`src/rtl/pc_stack.sv`:
```
// Program counter with absolute jump, signed relative branch and a return-address
// stack for call/return; overflow and underflow are reported as sticky flags.
module pc_stack #(
   parameter int WIDTH = 8,
   parameter int DEPTH = 4,
   parameter int OFFW = 8,
   parameter logic [WIDTH-1:0] RESET_VEC = '0
) (
   input  logic                         clk,
   input  logic                         reset,
   input  logic [2:0]                   op,
   input  logic [WIDTH-1:0]             target,
   input  logic [OFFW-1:0]              offset,
   input  logic                         clr_err,
   output logic [WIDTH-1:0]             count,
   output logic [$clog2(DEPTH+1)-1:0]   ras_depth,
   output logic                         ras_full,
   output logic                         ras_empty,
   output logic                         ovf,
   output logic                         unf
);

   localparam int DW = $clog2(DEPTH + 1);
   localparam int PW = (DEPTH > 1) ? $clog2(DEPTH) : 1;

   localparam logic [2:0] OP_INC  = 3'd1;
   localparam logic [2:0] OP_JMP  = 3'd2;
   localparam logic [2:0] OP_BR   = 3'd3;
   localparam logic [2:0] OP_CALL = 3'd4;
   localparam logic [2:0] OP_RET  = 3'd5;

   logic [WIDTH-1:0] stack [DEPTH];
   logic [WIDTH-1:0] count_inc;
   logic [WIDTH-1:0] top;
   logic [PW-1:0]    wr_idx;
   logic [PW-1:0]    rd_idx;
   logic             do_push;
   logic             do_pop;
   logic             ovf_evt;
   logic             unf_evt;

   // Base of a branch is the current count; the offset is sign-extended to WIDTH.
   function automatic logic [WIDTH-1:0] branch_target(input logic [WIDTH-1:0] base,
                                                      input logic [OFFW-1:0] off);
      logic signed [OFFW-1:0]  soff;
      logic signed [WIDTH-1:0] ext;
      soff = off;
      ext  = WIDTH'(soff);
      return base + $unsigned(ext);
   endfunction

   assign ras_full  = (ras_depth == DW'(DEPTH));
   assign ras_empty = (ras_depth == '0);

   assign count_inc = count + WIDTH'(1);
   assign wr_idx    = PW'(ras_depth);
   assign rd_idx    = PW'(ras_depth - DW'(1));
   assign top       = stack[rd_idx];

   assign do_push = (op == OP_CALL) && !ras_full;
   assign do_pop  = (op == OP_RET) && !ras_empty;
   assign ovf_evt = (op == OP_CALL) && ras_full;
   assign unf_evt = (op == OP_RET) && ras_empty;

   always_ff @(posedge clk or negedge reset) begin
      if (!reset) begin
         count     <= RESET_VEC;
         ras_depth <= '0;
         ovf       <= 1'b0;
         unf       <= 1'b0;
      end else begin
         case (op)
            OP_INC:  count <= count_inc;
            OP_JMP:  count <= target;
            OP_BR:   count <= branch_target(count, offset);
            OP_CALL: begin
               if (do_push) begin
                  count     <= target;
                  ras_depth <= ras_depth + DW'(1);
               end
            end
            OP_RET: begin
               if (do_pop) begin
                  count     <= top;
                  ras_depth <= ras_depth - DW'(1);
               end
            end
            default: ;
         endcase
         // A new error on the same edge as clr_err leaves the flag set.
         ovf <= (ovf & ~clr_err) | ovf_evt;
         unf <= (unf & ~clr_err) | unf_evt;
      end
   end

   // Stack storage is data only and carries no reset.
   always_ff @(posedge clk) begin
      if (do_push && reset) stack[wr_idx] <= count_inc;
   end

endmodule

```
`config.mk`:
```
export PLATFORM = sky130hd
export DESIGN_NAME = pc_stack
export DESIGN_NICKNAME = d
export VERILOG_FILES = /design/src/rtl/pc_stack.sv
export SDC_FILE = /design/constraint.sdc
export NUM_CORES = 1
export LEC_CHECK = 0
export BUFFER_PORTS_ARGS = -buffer_cell sky130_fd_sc_hd__buf_2
export CAP_MARGIN = 20
export CORE_MARGIN = 8
export CORE_UTILIZATION = 57
export DETAILED_ROUTE_END_ITERATION = 8
export GPL_TIMING_DRIVEN = 0
export HOLD_SLACK_MARGIN = 0.02
export PLACE_DENSITY = 0.79
export SYNTH_ARGS = -nofsm -noshare
export SYNTH_HDL_FRONTEND = slang
export SYNTH_SLANG_ARGS = --single-unit
```
`constraint.sdc`:
```
create_clock -name clk -period 2.8 [get_ports clk]
set_clock_uncertainty 0.15 [all_clocks]
set_input_delay 0.28 -clock clk [delete_from_list [all_inputs] [get_ports clk]]
set_output_delay 0.28 -clock clk [all_outputs]
set_load 0.1 [all_outputs]
```
==> results of run 1 <==
[worst max-delay path: stages (launching register included)]
cell and delay (ns):
dfrtp_2 0.43, buf_6 0.18, inv_1 0.07, ha_1 0.24, ha_2 0.21, a21o_1 0.19
a21oi_1 0.40, nand3_2 0.25, a221oi_1 0.34
[Yosys cell counts (all sizes together), types with 2 or more instances]
cell and number:
buf 8, and2 5, a211oi 10, o21bai 2, dfrtp 13, and2b 2, o21ai 11, a21o 3
nor2 13, xor2 6, xnor2 8, mux2i 5, nand3 8, nor2b 4, a31oi 4, or2 2
inv 11, ha 14, mux4 6, edfxtp 32, nand2 16, nor3 9, a21oi 18
[per-stage QoR]
| stage | setup WS (ns) | hold slack [ns] | utilization (%) | TNS, ns |
|---|---|---|---|---|
| finish | 0.243 | 0.103 | 68.1 | 0 |
| global route | 0.0147 | 0.108 | 68.1 | 0 |
| CTS | 0.239 | 0.0997 | 68.1 | 0 |
| detailed placement | 0.257 | 0.0514 | 65.4 | 0 |
| global placement | 0.279 | 0.0461 | 65.4 | 0 |
| floorplan | -0.0356 | -0.166 | - | -0.0356 |
[logic make-up (layout without fill, tap and decap cells)]
group / count (synthesis) / in the layout / share of synthesized area [%]
adder cells (fa/ha/maj): 15 / 15 / 7.39
AND/OR/NAND/NOR: 63 / 63 / 12.2
buffers and inverters: 20 / 63 / 4.97
multiplexers: 11 / 11 / 7.58
XOR/XNOR: 14 / 14 / 4.64
flip-flops: 45 / 45 / 48.7
AO/OA/AOI/OAI: 59 / 59 / 14.5
[what timing repair did]
action	4_1_cts	5_1_grt
endpoints found under the hold margin	13	0
hold buffers	1	0
setup endpoints to repair	0	0
buffers inserted	0	0
[final timing paths]
path	startpoint	endpoint	slack [ns]
min in group asynchronous	reset	ovf$_DFF_PN0_	0.26
max in group asynchronous	reset	count[0]$_DFFE_PN0P_	1.97
min	clr_err	unf$_DFF_PN0_	0.10
max reg2reg	ras_depth[0]$_DFFE_PN0P_	ras_depth[2]$_DFFE_PN0P_	0.24
min reg2reg	unf$_DFF_PN0_	unf$_DFF_PN0_	0.34
max	ras_depth[0]$_DFFE_PN0P_	ras_depth[2]$_DFFE_PN0P_	0.24
[per-layer routing]
metal / part of all wire (%) / track usage [%] / up-vias
met4: 1.5 / 5.34 / 0
met2: 48 / 25.7 / 70
li1: - / - / 926
met1: 44 / 21.3 / 927
met3: 6.7 / 4.69 / 11
met5: 0 / 0 / -
[cells in the final DEF, fill, tap and decap left out, drive strengths merged, types with 2 or more instances in the layout]
cell type,instances
a211oi,10
a21o,3
a21oi,18
a31oi,4
and2,5
and2b,2
buf,42
clkbuf,6
clkinv,2
dfrtp,13
edfxtp,32
ha,14
inv,11
mux2i,5
mux4,6
nand2,16
nand3,8
nor2,13
nor2b,4
nor3,9
o21ai,11
o21bai,2
or2,2
xnor2,8
xor2,6
[power groups by stage]
stage                     logic [mW]  clock network, mW  registers [mW]
after floorplan                0.944                  0            1.54
after global placement          1.78                  0            1.04
after detailed placement        1.81                  0            1.04
after CTS                       1.82              0.491            1.03
after global routing            1.95              0.516            1.05
final                           1.81              0.482            1.03
[sequential cells by signal, indices dropped and copies added, names as in the netlist]
name	cells
ovf	1
count	8
unf	1
stack	32
ras_depth	3
[cell type report]
cell class / instances / area, um^2 / area share, %
multi-input cells: 162 / 1230 / 40.9
well taps: 52 / 65.1 / 2.16
plain buffers: 8 / 86.3 / 2.87
clock buffers: 6 / 72.6 / 2.41
inverters: 12 / 45.0 / 1.50
repair buffers: 35 / 180 / 5.99
clock inverters: 2 / 38.8 / 1.29
flip-flops and latches: 45 / 1290 / 42.9
==> run_results.csv, run 1 <==
group,metric,value,unit
status,status,"finished clean",
sta,finalCriticalPeriod,2.56,ns
placement,dp_cells,313,
cts,cts.clk_slew.worst_paths,0.08,ns
layout,drive_gt1_share,23.7,%
synth,yosysWarnings,0,
floorplan,dieArea,0.00707,mm^2
drt,drc,0,
pwr,swShare,48.2,%
floorplan,die_h,84.1,um
layout,fin_cells,322,
layout,diodes,0,
cts,numCtsBuffers,5,
setup_path,worstPathMaxFanout,10,
setup_path,cp.required,2.85,ns
synth,postSynthAreaPerCell,11.6,um^2
drt,dr.pass1.iters,4,
layout,design_area,0.00301,mm^2
floorplan,initial_utilization,59.8,%
placement,dpl_cell_area,0.00289,mm^2
drt,via_count,1934,
flow_run,drv_cap,0,
placement,routabilityCongestion,0.909,
min_path,hp-class,"in2reg",
synth,async_reset_ff_share,28.9,%
placement,port_buffers,34,
floorplan,num_io_pins,37,
drt,via_per_inst,6.01,
synth,ys_ff_latch,45,
sta,worst_pin_slew,0.491,ns
layout,syn_to_final_growth,13.8,%
cts,cts_buffer_depth,2,
sta,relSlewSlack,67.5,%
cts,cts_resized,0,
sta,finalSetupViolations,0,
synth,synth_edf_count,32,
drt,drt_iter0_drc,125,
synth,yosysSeqAreaShare,48.7,%
synth,syn_inst,227,
global_routing,grt_start_max_net_pins,15,
floorplan,rows,24,
drt,antenna_left,0,
synth,synth_ff_type,"edfxtp_1",
pwr,pwr-share-comb,54.5,%
setup_path,criticalPathCategory,"reg2reg",
layout,nets,306,
pwr,p_sw,1.60,mW
global_routing,grt_pass1_wl,9460,um
cts,cts_sinks,45,
pwr,power_density,1110,mW/mm^2
synth,mappedNetlistArea,0.00264,mm^2
synth,synth_top_area_share,36.4,%
min_path,hold_depth,3,
pwr,pwr-share-clk,14.5,%
cts,cts_root_buf,"clkbuf_8",
sta,fin_crit_sh,91.3,%
pwr,seq_power_share,31.0,%
synth,synth.area.top_cells,"edfxtp_1, dfrtp_1, ha_1",
sta,hold_viol_final,0,
floorplan,core_area,0.00441,mm^2
sta,rsz0062_at_grt,"false",
pwr,ir_worst_vdd,0.000529,V
synth,synth_nets,264,
setup_path,reg2reg_depth,8,
setup_path,critPathArrivalTime,2.60,ns
global_routing,track_usage,16.5,%
global_routing,grt_pass1_vias,1893,
sta,max_clock_freq,391,MHz
cts,clk_latency,0.29,ns
synth,ys_types,50,
global_routing,antenna_found_initial,0,
pwr,leakagePower,1.20,nW
cts,h-tree-depth,2,
pwr,internal_power,1.72,mW
cts,cts_tree,"done",
setup_path,end_kind,"register",
global_routing,grt_remaining_overflow,0,
drt,wire_per_inst,17.6,um
sta,slew_violations,0,
placement,dp_hpwl,4320,um
floorplan,die_x,84.1,um
drt,routed_wl,5680,um
setup_path,startpoint_type,"register",
pwr,total_power,3.33,mW
layout,nFillCells,336,
synth,yosysTopAreaCell,"edfxtp_1",
No activity file was read; power rests on OpenSTA's default activity.
==> inputs of run 2 (changes only) <==
Settings changed: PLACE_DENSITY 0.79 to 0.82.
==> run_results.csv, run 2 (synthesis results as in run 1) <==
group,metric,value,unit
pwr,ir_worst_vdd,0.000548,V
setup_path,critPathArrivalTime,2.34,ns
setup_path,startpoint_type,"register",
cts,cts.clk_slew.worst_paths,0.09,ns
placement,port_buffers,34,
setup_path,cp.required,2.59,ns
min_path,hp-class,"in2reg",
layout,diodes,0,
drt,antenna_left,0,
sta,slew_violations,0,
setup_path,criticalPathCategory,"reg2reg",
cts,h-tree-depth,2,
cts,cts_setup_buffers,0,
cts,clk_latency,0.30,ns
sta,rsz0062_at_grt,"false",
layout,final_cell_mix,"buf_2, edfxtp_1, a21oi_1, nand2_1",
pwr,seq_power_share,30.7,%
status,status,"finished clean",
setup_path,end_kind,"register",
cts,cts_buffer_depth,2,
pwr,swShare,48.6,%
pwr,power_density,1120,mW/mm^2
global_routing,grt_remaining_overflow,0,
global_routing,grt_pass1_vias,2007,
sta,relSlewSlack,67.6,%
layout,syn_to_final_growth,14.0,%
layout,final_util,68.2,%
floorplan,initial_utilization,59.8,%
floorplan,core_area,0.00441,mm^2
drt,via_count,1992,
global_routing,track_usage,18.2,%
sta,fin_crit_sh,91.1,%
cts,cts_sinks,45,
cts,numCtsBuffers,5,
drt,drt_iter0_drc,145,
placement,dp_hpwl,4480,um
drt,wire_per_inst,19.0,um
floorplan,die_h,84.1,um
setup_path,worstPathMaxFanout,10,
pwr,internal_power,1.73,mW
flow_run,drv_cap,0,
sta,worst_pin_slew,0.490,ns
floorplan,dieArea,0.00707,mm^2
global_routing,grt_pass1_wl,10300,um
cts,cts_root_buf,"clkbuf_8",
pwr,leakagePower,1.20,nW
pwr,pwr-share-clk,14.6,%
drt,routed_wl,6120,um
global_routing,grt_start_max_net_pins,15,
layout,nets,306,
layout,design_area,0.00301,mm^2
global_routing,antenna_found_initial,0,
drt,dr.pass1.iters,4,
placement,routabilityCongestion,0.893,
placement,dpl_cell_area,0.00289,mm^2
layout,largest_reg_flops,32,
pwr,pwr-share-comb,54.8,%
floorplan,num_io_pins,37,
floorplan,rows,24,
sta,finalCriticalPeriod,2.55,ns
sta,finalSetupViolations,0,
cts,cts_tree,"done",
sta,hold_viol_final,0,
layout,top_register,"stack",
drt,drc,0,
layout,nFillCells,347,
pwr,p_sw,1.64,mW
layout,layout_commonest_cell,"buf_2",
layout,reg_top3,"stack x32, count x8, ras_depth x3",
layout,drive_gt1_share,24.1,%
sta,max_clock_freq,392,MHz
drt,via_per_inst,6.19,
floorplan,die_x,84.1,um
==> run 2: worst max-delay path, stage by stage, from the launching register on <==
cell and delay (ns):
dfrtp_2 0.42, buf_6 0.18, inv_1 0.08, ha_1 0.25, ha_2 0.23, nor3b_1 0.40, and2_1 0.50
==> run 2: power groups by stage <==
| stage | Combinational (mW) | Sequential (mW) | Clock (mW) |
|---|---|---|---|
| final | 1.84 | 1.03 | 0.490 |
| after global placement | 1.77 | 1.04 | 0 |
| after floorplan | 0.944 | 1.54 | 0 |
| after global routing | 1.98 | 1.05 | 0.528 |
| after detailed placement | 1.81 | 1.04 | 0 |
| after CTS | 1.83 | 1.03 | 0.500 |
==> run 2: through the flow <==
step / setup slack, ns / std cells / TNS, ns / power, mW / hold slack [ns]
detailed placement: 0.224 / 313 / 0 / 2.85 / 0.0450
global route: 0.119 / 322 / 0 / 3.55 / 0.105
global placement: 0.290 / 313 / 0 / 2.81 / 0.0456
CTS: 0.185 / 322 / 0 / 3.36 / 0.0897
floorplan: -0.0356 / 227 / -0.0356 / 2.49 / -0.166
finish: 0.248 / 322 / 0 / 3.36 / 0.0898
==> run 2: cell type report <==
class	instances	area, um^2	area share [%]
buffer	8	86.3	2.87
sequential	45	1290	42.9
multi-input combinational	162	1230	40.9
clock inverter	2	38.8	1.29
tap	52	65.1	2.16
timing repair buffer	35	180	5.99
inverter	12	45.0	1.50
clock buffer	6	72.6	2.41
==> run 2: worst paths after layout <==
kind | depth (start not counted) | startpoint | endpoint | slack (ns)
max in group asynchronous | 2 | reset | ras_depth[0]$_DFFE_PN0P_ | 1.95
max | 6 | ras_depth[0]$_DFFE_PN0P_ | stack[2][7]$_DFFE_PP_ | 0.25
min | 3 | clr_err | unf$_DFF_PN0_ | 0.09
min reg2reg | 1 | unf$_DFF_PN0_ | unf$_DFF_PN0_ | 0.33
max reg2reg | 6 | ras_depth[0]$_DFFE_PN0P_ | stack[2][7]$_DFFE_PP_ | 0.25
min in group asynchronous | 2 | reset | count[1]$_DFFE_PN0P_ | 0.28
==> run 2: per-layer routing <==
| metal | track usage, % | wire length [um] | vias to the layer above |
|---|---|---|---|
| met3 | 5.18 | 426 | 15 |
| met2 | 30.0 | 2970 | 63 |
| li1 | - | - | 929 |
| met5 | 0 | 0 | - |
| met1 | 21.8 | 2590 | 985 |
| met4 | 6.44 | 129 | 0 |
==> run 2: what timing repair did <==
item                                   in CTS  in global routing
gates resized for setup                     0                  1
hold buffers                                1                  0
endpoints found under the hold margin      13                  0
setup endpoints to repair                   0                  1
